===== src/rtl/adder_share_arbiter.sv =====
// Round-robin front end sharing one external combinational adder among NREQ requesters.
// Result valid two edges after the request handshake; no new grant until the owner takes its result.
module adder_share_arbiter #(
  parameter int WIDTH = 32,
  parameter int NREQ  = 4,
  parameter int IDW   = 2
) (
  input  logic                  clk,
  input  logic                  rst,
  input  logic [NREQ-1:0]       req_valid,
  output logic [NREQ-1:0]       req_ready,
  input  logic [NREQ*WIDTH-1:0] req_a,
  input  logic [NREQ*WIDTH-1:0] req_b,
  input  logic [NREQ-1:0]       req_cin,
  output logic [NREQ-1:0]       resp_valid,
  input  logic [NREQ-1:0]       resp_ready,
  output logic [WIDTH:0]        resp_sum,
  output logic [IDW-1:0]        resp_id,
  output logic [WIDTH-1:0]      add_a,
  output logic [WIDTH-1:0]      add_b,
  output logic                  add_c0,
  input  logic [WIDTH:0]        add_s,
  output logic                  busy
);

  typedef enum logic [1:0] {
    IDLE  = 2'd0,
    ISSUE = 2'd1,
    RESP  = 2'd2
  } state_t;

  state_t           state_q, state_d;
  logic [IDW-1:0]   ptr_q, ptr_d;
  logic [IDW-1:0]   id_q, id_d;
  logic [WIDTH-1:0] a_q, a_d;
  logic [WIDTH-1:0] b_q, b_d;
  logic             c0_q, c0_d;
  logic [WIDTH:0]   sum_q, sum_d;

  logic             found;
  logic [IDW-1:0]   grant_idx;
  logic [WIDTH-1:0] sel_a, sel_b;
  logic             sel_c;
  int               idx;

  // Winner: first valid requester scanning from ptr upward, wrapping at NREQ.
  always_comb begin
    found     = 1'b0;
    grant_idx = '0;
    idx       = 0;
    for (int k = 0; k < NREQ; k++) begin
      idx = int'(ptr_q) + k;
      if (idx >= NREQ) idx = idx - NREQ;
      if (!found && req_valid[idx]) begin
        found     = 1'b1;
        grant_idx = IDW'(idx);
      end
    end
  end

  always_comb begin
    sel_a = '0;
    sel_b = '0;
    sel_c = 1'b0;
    for (int i = 0; i < NREQ; i++) begin
      if (grant_idx == IDW'(i)) begin
        sel_a = req_a[i*WIDTH +: WIDTH];
        sel_b = req_b[i*WIDTH +: WIDTH];
        sel_c = req_cin[i];
      end
    end
  end

  always_comb begin
    state_d = state_q;
    ptr_d   = ptr_q;
    id_d    = id_q;
    a_d     = a_q;
    b_d     = b_q;
    c0_d    = c0_q;
    sum_d   = sum_q;
    case (state_q)
      IDLE: begin
        if (found) begin
          a_d     = sel_a;
          b_d     = sel_b;
          c0_d    = sel_c;
          id_d    = grant_idx;
          state_d = ISSUE;
        end
      end
      ISSUE: begin
        sum_d   = add_s;
        state_d = RESP;
      end
      RESP: begin
        if (resp_ready[id_q]) begin
          ptr_d   = (id_q == IDW'(NREQ - 1)) ? '0 : id_q + 1'b1;
          state_d = IDLE;
        end
      end
      default: state_d = IDLE;
    endcase
  end

  always_ff @(posedge clk or posedge rst) begin
    if (rst) begin
      state_q <= IDLE;
      ptr_q   <= '0;
      id_q    <= '0;
      a_q     <= '0;
      b_q     <= '0;
      c0_q    <= 1'b0;
      sum_q   <= '0;
    end else begin
      state_q <= state_d;
      ptr_q   <= ptr_d;
      id_q    <= id_d;
      a_q     <= a_d;
      b_q     <= b_d;
      c0_q    <= c0_d;
      sum_q   <= sum_d;
    end
  end

  // Gated by rst so no grant is advertised while reset is held.
  assign req_ready  = (state_q == IDLE && found && !rst) ? (NREQ'(1) << grant_idx) : '0;
  assign resp_valid = (state_q == RESP) ? (NREQ'(1) << id_q) : '0;
  assign resp_sum   = sum_q;
  assign resp_id    = id_q;
  assign add_a      = a_q;
  assign add_b      = b_q;
  assign add_c0     = c0_q;
  assign busy       = (state_q != IDLE);

endmodule


===== config.mk =====
export PLATFORM = sky130hd
export DESIGN_NAME = adder_share_arbiter
export DESIGN_NICKNAME = d
export VERILOG_FILES = /design/src/rtl/adder_share_arbiter.sv
export SDC_FILE = /design/constraint.sdc
export NUM_CORES = 1
export LEC_CHECK = 0
export ABC_CLOCK_PERIOD_IN_PS = 4800
export BUFFER_PORTS_ARGS = -buffer_cell sky130_fd_sc_hd__buf_2
export CAP_MARGIN = 20
export CELL_PAD_IN_SITES_DETAIL_PLACEMENT = 1
export CELL_PAD_IN_SITES_GLOBAL_PLACEMENT = 2
export CORE_AREA = 2 2 161 163
export CTS_CLUSTER_SIZE = 10
export DETAILED_ROUTE_END_ITERATION = 8
export DIE_AREA = 0 0 163 165
export GPL_TIMING_DRIVEN = 0
export PLACE_DENSITY_LB_ADDON = 0.25
export REMOVE_ABC_BUFFERS = 1
export SLEW_MARGIN = 10
export SYNTH_ARGS = -nofsm -noshare
export SYNTH_HDL_FRONTEND = slang
export SYNTH_SLANG_ARGS = --single-unit

===== constraint.sdc =====
create_clock -name clk -period 4.8 [get_ports clk]
set_input_delay 0.72 -clock clk [delete_from_list [all_inputs] [get_ports clk]]
set_output_delay 0.72 -clock clk [all_outputs]
set_load 0.05 [all_outputs]

== After elaboration in Yosys (flattened, before gate mapping) ==
Index checks and enable logic that the tools add are counted.
Storage, ports and cells
  flip-flop bits (word level): 104
  input port bits: 303
  output and inout port bits: 109
  logic and storage cells: 93
Cells by class
  $add $sub $neg: 8
  $lt $le $gt $ge: 9
  equality and inequality tests: 8
  shift operators: 2
  mux-type cells: 44
  reduce and logical (&&, ||, !) cells: 15
Operators by type and width (number)
  $mux 32: 12
  $lt 32x4->1 const B: 4
  $mux 1: 17
  $mux 2: 7
  $sub 3x3->4 const B: 3
  $bmux 1 s2: 5
  $ge 3x3->1 const B: 3
  $eq 2x2->1 const B: 4
  $mux 4: 2
  $shl 1x2->4 const A: 2
  $add 2x2->3 const B: 2
  $pmux 2 s3: 1
  $reduce_and 2->1: 3
  $logic_and 1x1->1: 5
  $eq 2x1->1 const B: 2
  $logic_not 1->1: 4
  $logic_not 2->1: 2
  $ne 2x2->1 const B: 2
  $sub 2x3->4 const B: 1
  $add 2x1->3 const B: 1
  $ge 2x3->1 const B: 1
  $lt 2x3->1 const B: 1
  $add 2x1->2 const B: 1
  $reduce_bool 2->1: 1

== Logic depth before layout (Yosys ltp) ==
Gate-level depths: netlist of the first run.
  depth in word-level cells: 20
  mapped depth: 8
  depth with buffers taken out: 6

== Worst setup path after synthesis of the first run ==
No wires, ideal clock.
  path kind: reg2out
  start: reg state_q[0]
  end: out req_ready[2]
  data arrival time: 2.749 ns
  required time: 4.080 ns
  path slack: 1.331 ns
  cell stages (with the launch flop): 9
  buffers on the path: 3
  cell sequence: dfrtp_1 or2_1 or2_1 buf_6 inv_6 o221ai_2 buf_6 buf_2 nor3_1
On the way
  cells in the longest elaborated chain, start to end: 4
Ends and longest elaborated chain
  start, declared: RTL line 32  | state_t state_q, state_d;
  start signal, assigned: RTL line 116  | state_q <= state_d;
  $logic_not 2->1: RTL line 127  | assign req_ready = (state_q == IDLE && found && !rst) ? (NREQ'(1) << grant_idx) : '0;
  $logic_and 1x1->1 (2 in a row): RTL line 127
  $mux 4: RTL line 127
  end, declared: RTL line 11  | output logic [NREQ-1:0] req_ready,
Every way passes these cells.

== Worst setup path in the final report of the first run ==
  start: reg state_q[0]
  end: out req_ready[3]
The elaborated chain is that of the path after synthesis.

==> metrics.cfg, run 1 <==
[cts]
numCtsBuffers=9
cts.path.max_buffers=2
cts_tree=yes
cts_setup_buffers=0
root_buffer=clkbuf_16
ctsHoldBuffers=0
path_clk_slew_ns=0.08
htreeDepth=3
cts.sinks=104
cts_resized=0
clk_latency_ns=0.36

[final_layout]
areaGrowthSynthToFinish_pct=46.2
final_common_cell=buf_2
fillerInstances=2962
final_nets=1190
stdcell_count=1219
fin_area_sq_um=8510
drive_gt1_share_pct=54.8
layout_common_cells=411 x buf_2, 130 x mux2i_1, 104 x dfrtp_1

[power_and_ir_drop]
ir_drop_mv=0.257
power.density_nw_per_um2=752
leakage_uw=0.00442
p_total_uw=6400

[run]
max_cap_viol_count=0

[timing]
fmax_ghz=0.293
slew_headroom_pct=42.0
finalClockSkew_ns=0.0130
post-route-min-period_ns=3.42
rsz0062_at_grt=no
worst_slew_pin_slew_ns=0.870
setup_slack_ns=1.38
fin_crit_sh_pct=71.2
final_hold_viol_count=0
setup_viol=0
drv_slew=0

[route]
via_count=5464
wirelength_mm=22.3
viasPerCell=4.48
drc=0
final_antenna_net_count=0
drt-initial-drc-count=171
routedWlPerCell_um=18.3
first_pass_iters=4

[outcome]
outcome=finished, final reports clean

[yosys]
syn_area_sq_um=5820
avgSynthCellArea_sq_um=12.0
synthCells=486
synth_cell_type_count=36
ys_seq_area_share_pct=44.7
ys_seq_elements=104
yosys_warnings=0

[critical_path]
crit_fanout=35
start_kind=flop
path_class=flop to output port
cpPeakStageDelay_ns=0.42
arrival_ns=2.70
crit_path_end_kind=output port
slowest_stage=or2_4
crit_chain=or2_1, or2_4, buf_12, inv_6, o221ai_4, nor3_1, buf_2
crit_required_ns=4.08

[placed_design]
portBuffers=411
gp_congestion=0.731
pre_cts_ws_ns=1.38
dpl.hpwl_mm=17.8
dp.cells=1202
post_dp_cell_area_sq_um=8210

[min_path]
hp-class=input pin to asynchronous set/reset pin

[floorplan]
die_area_sq_um=26900
die_y_um=165
ios=412
die_x_um=163
core_sq_um=25000
start_util_pct=23.2
row_count=58

[grt]
grt-ovfl-total=0
antenna_found_initial=0
grt_pass1_wl_mm=33.2
groute.usage.overall_pct=16.0
grt_start_max_net_pins=64
first_global_vias=5804

critical path, delay by kind of cell, from the launching register on:
| kind | cells | cell delay [ns] |
|---|---|---|
| AND/OR/NAND/NOR | 3 | 0.92 |
| flip-flops | 1 | 0.41 |
| AO/OA/AOI/OAI | 1 | 0.34 |
| buffers and inverters | 3 | 0.66 |
path summary, 6_finish.rpt:
check / start / to / slack [ns] / cells after the start
worst max-delay path: state_q[0] / req_ready[3] / 1.38 / 7
worst min-delay path: rst / resp_id[0] / 0.41 / 2
worst max register to register: ptr_q[1] / add_b[5] / 1.81 / 9
worst min register to register: add_a[8] / add_a[8] / 0.48 / 2
max in group asynchronous: rst / add_b[12] / 3.73 / 3
min in group clk: add_a[8] / add_a[8] / 0.48 / 2
synth_stat cells, drive strengths merged:
| library cell | number | area, sq um |
|---|---|---|
| mux2i | 130 | 1300 |
| and2 | 4 | 25.0 |
| o31ai | 2 | 15.0 |
| buf | 18 | 258 |
| nor2b | 1 | 6.26 |
| or4b | 1 | 10.0 |
| o22ai | 1 | 6.26 |
| bufbuf | 3 | 56.3 |
| nor4 | 1 | 6.26 |
| ha | 4 | 50.1 |
| inv | 6 | 27.5 |
| o21a | 1 | 7.51 |
| or3 | 1 | 6.26 |
| mux4 | 1 | 22.5 |
| nor3 | 5 | 36.3 |
| o221ai | 65 | 576 |
| nand2 | 70 | 263 |
| nor2 | 2 | 7.51 |
| a21oi | 3 | 18.8 |
| o21ai | 3 | 15.0 |
| or2 | 2 | 12.5 |
| a21o | 1 | 7.51 |
| mux2 | 34 | 383 |
| nand2b | 2 | 12.5 |
| dfrtp | 104 | 2600 |
| clkbuf | 20 | 78.8 |
| o211ai | 1 | 7.51 |
metal layers:
metal  part of all wire, %  track usage [%]  up-vias
met4                   1.8             5.27        0
met1                    38             18.2     2614
met3                   7.1             3.92       22
met5                     0                0        -
li1                      -                -     2620
met2                    53             29.5      208
per-stage QoR:
step / utilization (%) / hold slack [ns] / setup TNS [ns]
floorplan: - / 0.470 / -82.42
global placement: 31.5 / 0.465 / -268.80
detailed placement: 32.8 / 0.468 / 0
CTS: 34.0 / 0.426 / 0
global route: 34.0 / 0.445 / 0
finish: 34.0 / 0.407 / 0
cells by family (layout without fill, tap and decap cells):
family                     count (synthesis)  in the layout  synth area share (%)
other                                      0              1                     0
DFF                                      104            104                  44.7
adders and majority gates                  4              4                 0.860
and+or+nand+nor                           89             89                  6.62
muxes                                    165            165                  29.3
AOI/OAI and AO/OA                         77             77                  11.2
buffers and inverters                     47            449                  7.23
registers in the layout, summed over array words and instances (netlist names):
| signal | flops |
|---|---|
| add_a | 32 |
| resp_sum | 33 |
| resp_id | 2 |
| add_c0 | 1 |
| ptr_q | 2 |
| add_b | 32 |
| state_q | 2 |
area by class of cell:
cell class	count	area (sq um)	area share, %
inverters	6	32.5	0.382
clock buffers	9	225	2.65
clock inverters	7	70.1	0.824
flip-flops and latches	104	2600	30.6
multi-input cells	335	2820	33.1
repair buffers	427	2340	27.5
well taps	330	413	4.85
diodes	1	2.50	0.0294
where the power goes:
part	internal (uW)	switching [uW]	total [uW]
Sequential	1330	230	1560
Combinational	1270	2820	4090
Clock	369	390	760
Total	2960	3440	6400
No activity file was read; power rests on OpenSTA's default activity.
==> inputs of run 2 (changes only) <==
Settings changed: ABC_CLOCK_PERIOD_IN_PS 4800 to 3200, CORE_AREA 2 2 161 163 to not set, CORE_MARGIN set to 1.5, CORE_UTILIZATION set to 23, DIE_AREA 0 0 163 165 to not set.
Clock period 4.8 ns to 3.2 ns, I/O delays scaled along.
==> run 2 against run 1 <==
  * Setup slack got worse by 1.2 ns
  * Register-to-register slack got worse by 1.6 ns
  * Critical path depth unchanged
  * Final cell count increased by 0.49%
  * Sequential cell count unchanged
  * Clock-buffer cell count unchanged
  * Clock power increased by 49%
  * Non-clock buffer count increased by 4
  * Power increased by 52%
  * Clock skew about the same
  * Critical path type unchanged
  * Critical endpoint is now req_ready[1]
  * Largest cell class unchanged
  * Highest routed layer unchanged
==> metrics.cfg, run 2 (synthesized netlist as in run 1, its figures left out) <==
[outcome]
outcome=finished, final reports clean  ; unchanged

[final_layout]
final_nets=1194  ; was 1190
fillerInstances=3010  ; was 2962
fin_area_sq_um=8570  ; was 8510 sq um
post-route-util_pct=34.2  ; was 34.0%
final_common_cell=buf_2  ; unchanged
layout_common_cells=411 x buf_2, 130 x mux2i_1, 104 x dfrtp_1  ; unchanged
areaGrowthSynthToFinish_pct=47.4  ; was 46.2%
drive_gt1_share_pct=55.0  ; was 54.8%
largest_reg_flops=33  ; unchanged

[route]
first_pass_iters=4  ; unchanged
drt-initial-drc-count=196  ; was 171
routedWlPerCell_um=18.7  ; was 18.3 um
via_count=5582  ; was 5464
viasPerCell=4.56  ; was 4.48
drc=0  ; unchanged
final_antenna_net_count=0  ; unchanged
wirelength_mm=22.9  ; was 22.3 mm

[grt]
first_global_vias=6085  ; was 5804
groute.usage.overall_pct=17.3  ; was 16.0%
antenna_found_initial=3  ; was 0
grt_pass1_wl_mm=34.9  ; was 33.2 mm
grt-ovfl-total=0  ; unchanged
grt_start_max_net_pins=57  ; was 64

[floorplan]
die_x_um=162  ; was 163 um
core_sq_um=25000  ; unchanged
die_y_um=162  ; was 165 um
start_util_pct=23.2  ; unchanged
die_area_sq_um=26300  ; was 26900 sq um
ios=412  ; unchanged
row_count=58  ; unchanged

[cts]
htreeDepth=3  ; unchanged
numCtsBuffers=9  ; unchanged
path_clk_slew_ns=0.08  ; about the same
cts.path.max_buffers=2  ; unchanged
clk_latency_ns=0.35  ; was 0.36 ns
ctsHoldBuffers=0  ; unchanged
cts.sinks=104  ; unchanged
cts_tree=yes  ; unchanged
root_buffer=clkbuf_16  ; unchanged

[timing]
fin_crit_sh_pct=93.4
post-route-min-period_ns=2.99
fmax_ghz=0.335
final_hold_viol_count=0  ; unchanged
finalClockSkew_ns=0.0128  ; was 0.0130 ns
finalSetupTns_ns=0  ; unchanged
worst_slew_pin_slew_ns=0.524  ; was 0.870 ns
drv_slew=0  ; unchanged
rsz0062_at_grt=no  ; unchanged
slew_headroom_pct=65.1  ; was 42.0%
setup_viol=0  ; unchanged

[min_path]
hp-class=input pin to asynchronous set/reset pin  ; unchanged

[power_and_ir_drop]
ir_drop_mv=0.810  ; was 0.257 mV
leakage_uw=0.00445  ; was 0.00442 uW
power.density_nw_per_um2=1130  ; was 752 nW/um^2
p_total_uw=9710  ; was 6400 uW

[critical_path]
path_class=flop to output port  ; unchanged
crit_required_ns=2.72  ; was 4.08 ns
crit_fanout=37  ; was 35
arrival_ns=2.51  ; was 2.70 ns
crit_path_end_kind=output port  ; unchanged
start_kind=flop  ; unchanged

[placed_design]
gp_congestion=0.757  ; was 0.731
portBuffers=411  ; unchanged
dpl.hpwl_mm=18.1  ; was 17.8 mm
post_dp_cell_area_sq_um=8250  ; was 8210 sq um

[run]
max_cap_viol_count=0  ; unchanged

[run 2: metal layers]
metal  GRT usage (%)  wire, um
met2            30.5     11900
met5               0         0
met1            20.8      9190
met4            6.30       513
met3            3.45      1250
[run 2: power breakdown]
group / switching (uW) / total, uW / internal (uW)
clock: 581 / 1130 / 549
combinational: 4260 / 6220 / 1960
sequential: 368 / 2360 / 1990
total: 5210 / 9710 / 4500
[run 2: cell type report]
type                       instances  area, sq um  area share, %
antenna                            3         7.51         0.0876
clock buffer                       9          225           2.63
clock inverter                     7         61.3          0.715
inverter                           6         32.5          0.379
multi-input combinational        335         2830           33.0
sequential                       104         2600           30.4
tap                              330          413           4.82
timing repair buffer             431         2400           28.0
[run 2: path summary, 6_finish.rpt]
kind,startpoint,endpoint,slack [ns],cells past startpoint
worst max register to register,ptr_q[1],add_a[22],0.25,11
min in group clk,add_s[31],resp_sum[31],0.35,2
worst min register to register,add_a[26],add_a[26],0.49,2
worst min-delay path,rst,state_q[0],0.21,2
worst max-delay path,state_q[0],req_ready[1],0.21,7
max in group asynchronous,rst,add_b[19],2.30,3
[run 2: through the flow]
stage | setup slack, ns | cells | hold slack [ns]
after global routing | 0.00990 | 1225 | 0.243
after CTS | 0.0342 | 1219 | 0.225
final | 0.212 | 1225 | 0.214
after global placement | -5.00 | 1186 | 0.467
after detailed placement | 0.172 | 1203 | 0.470
after floorplan | -3.73 | 445 | 0.470
[run 2: critical path: stages, from the launching register on]
cell and delay, ns:
dfrtp_1 0.40, or2_1 0.25, or2_4 0.41, buf_12 0.24, inv_6 0.11, nand2_8 0.17
nor3_1 0.24, buf_2 0.30
[run 2: what timing repair did]
item,4_1_cts,5_1_grt
setup buffers,0,3
setup endpoints to repair,0,4
gates resized for setup,0,1
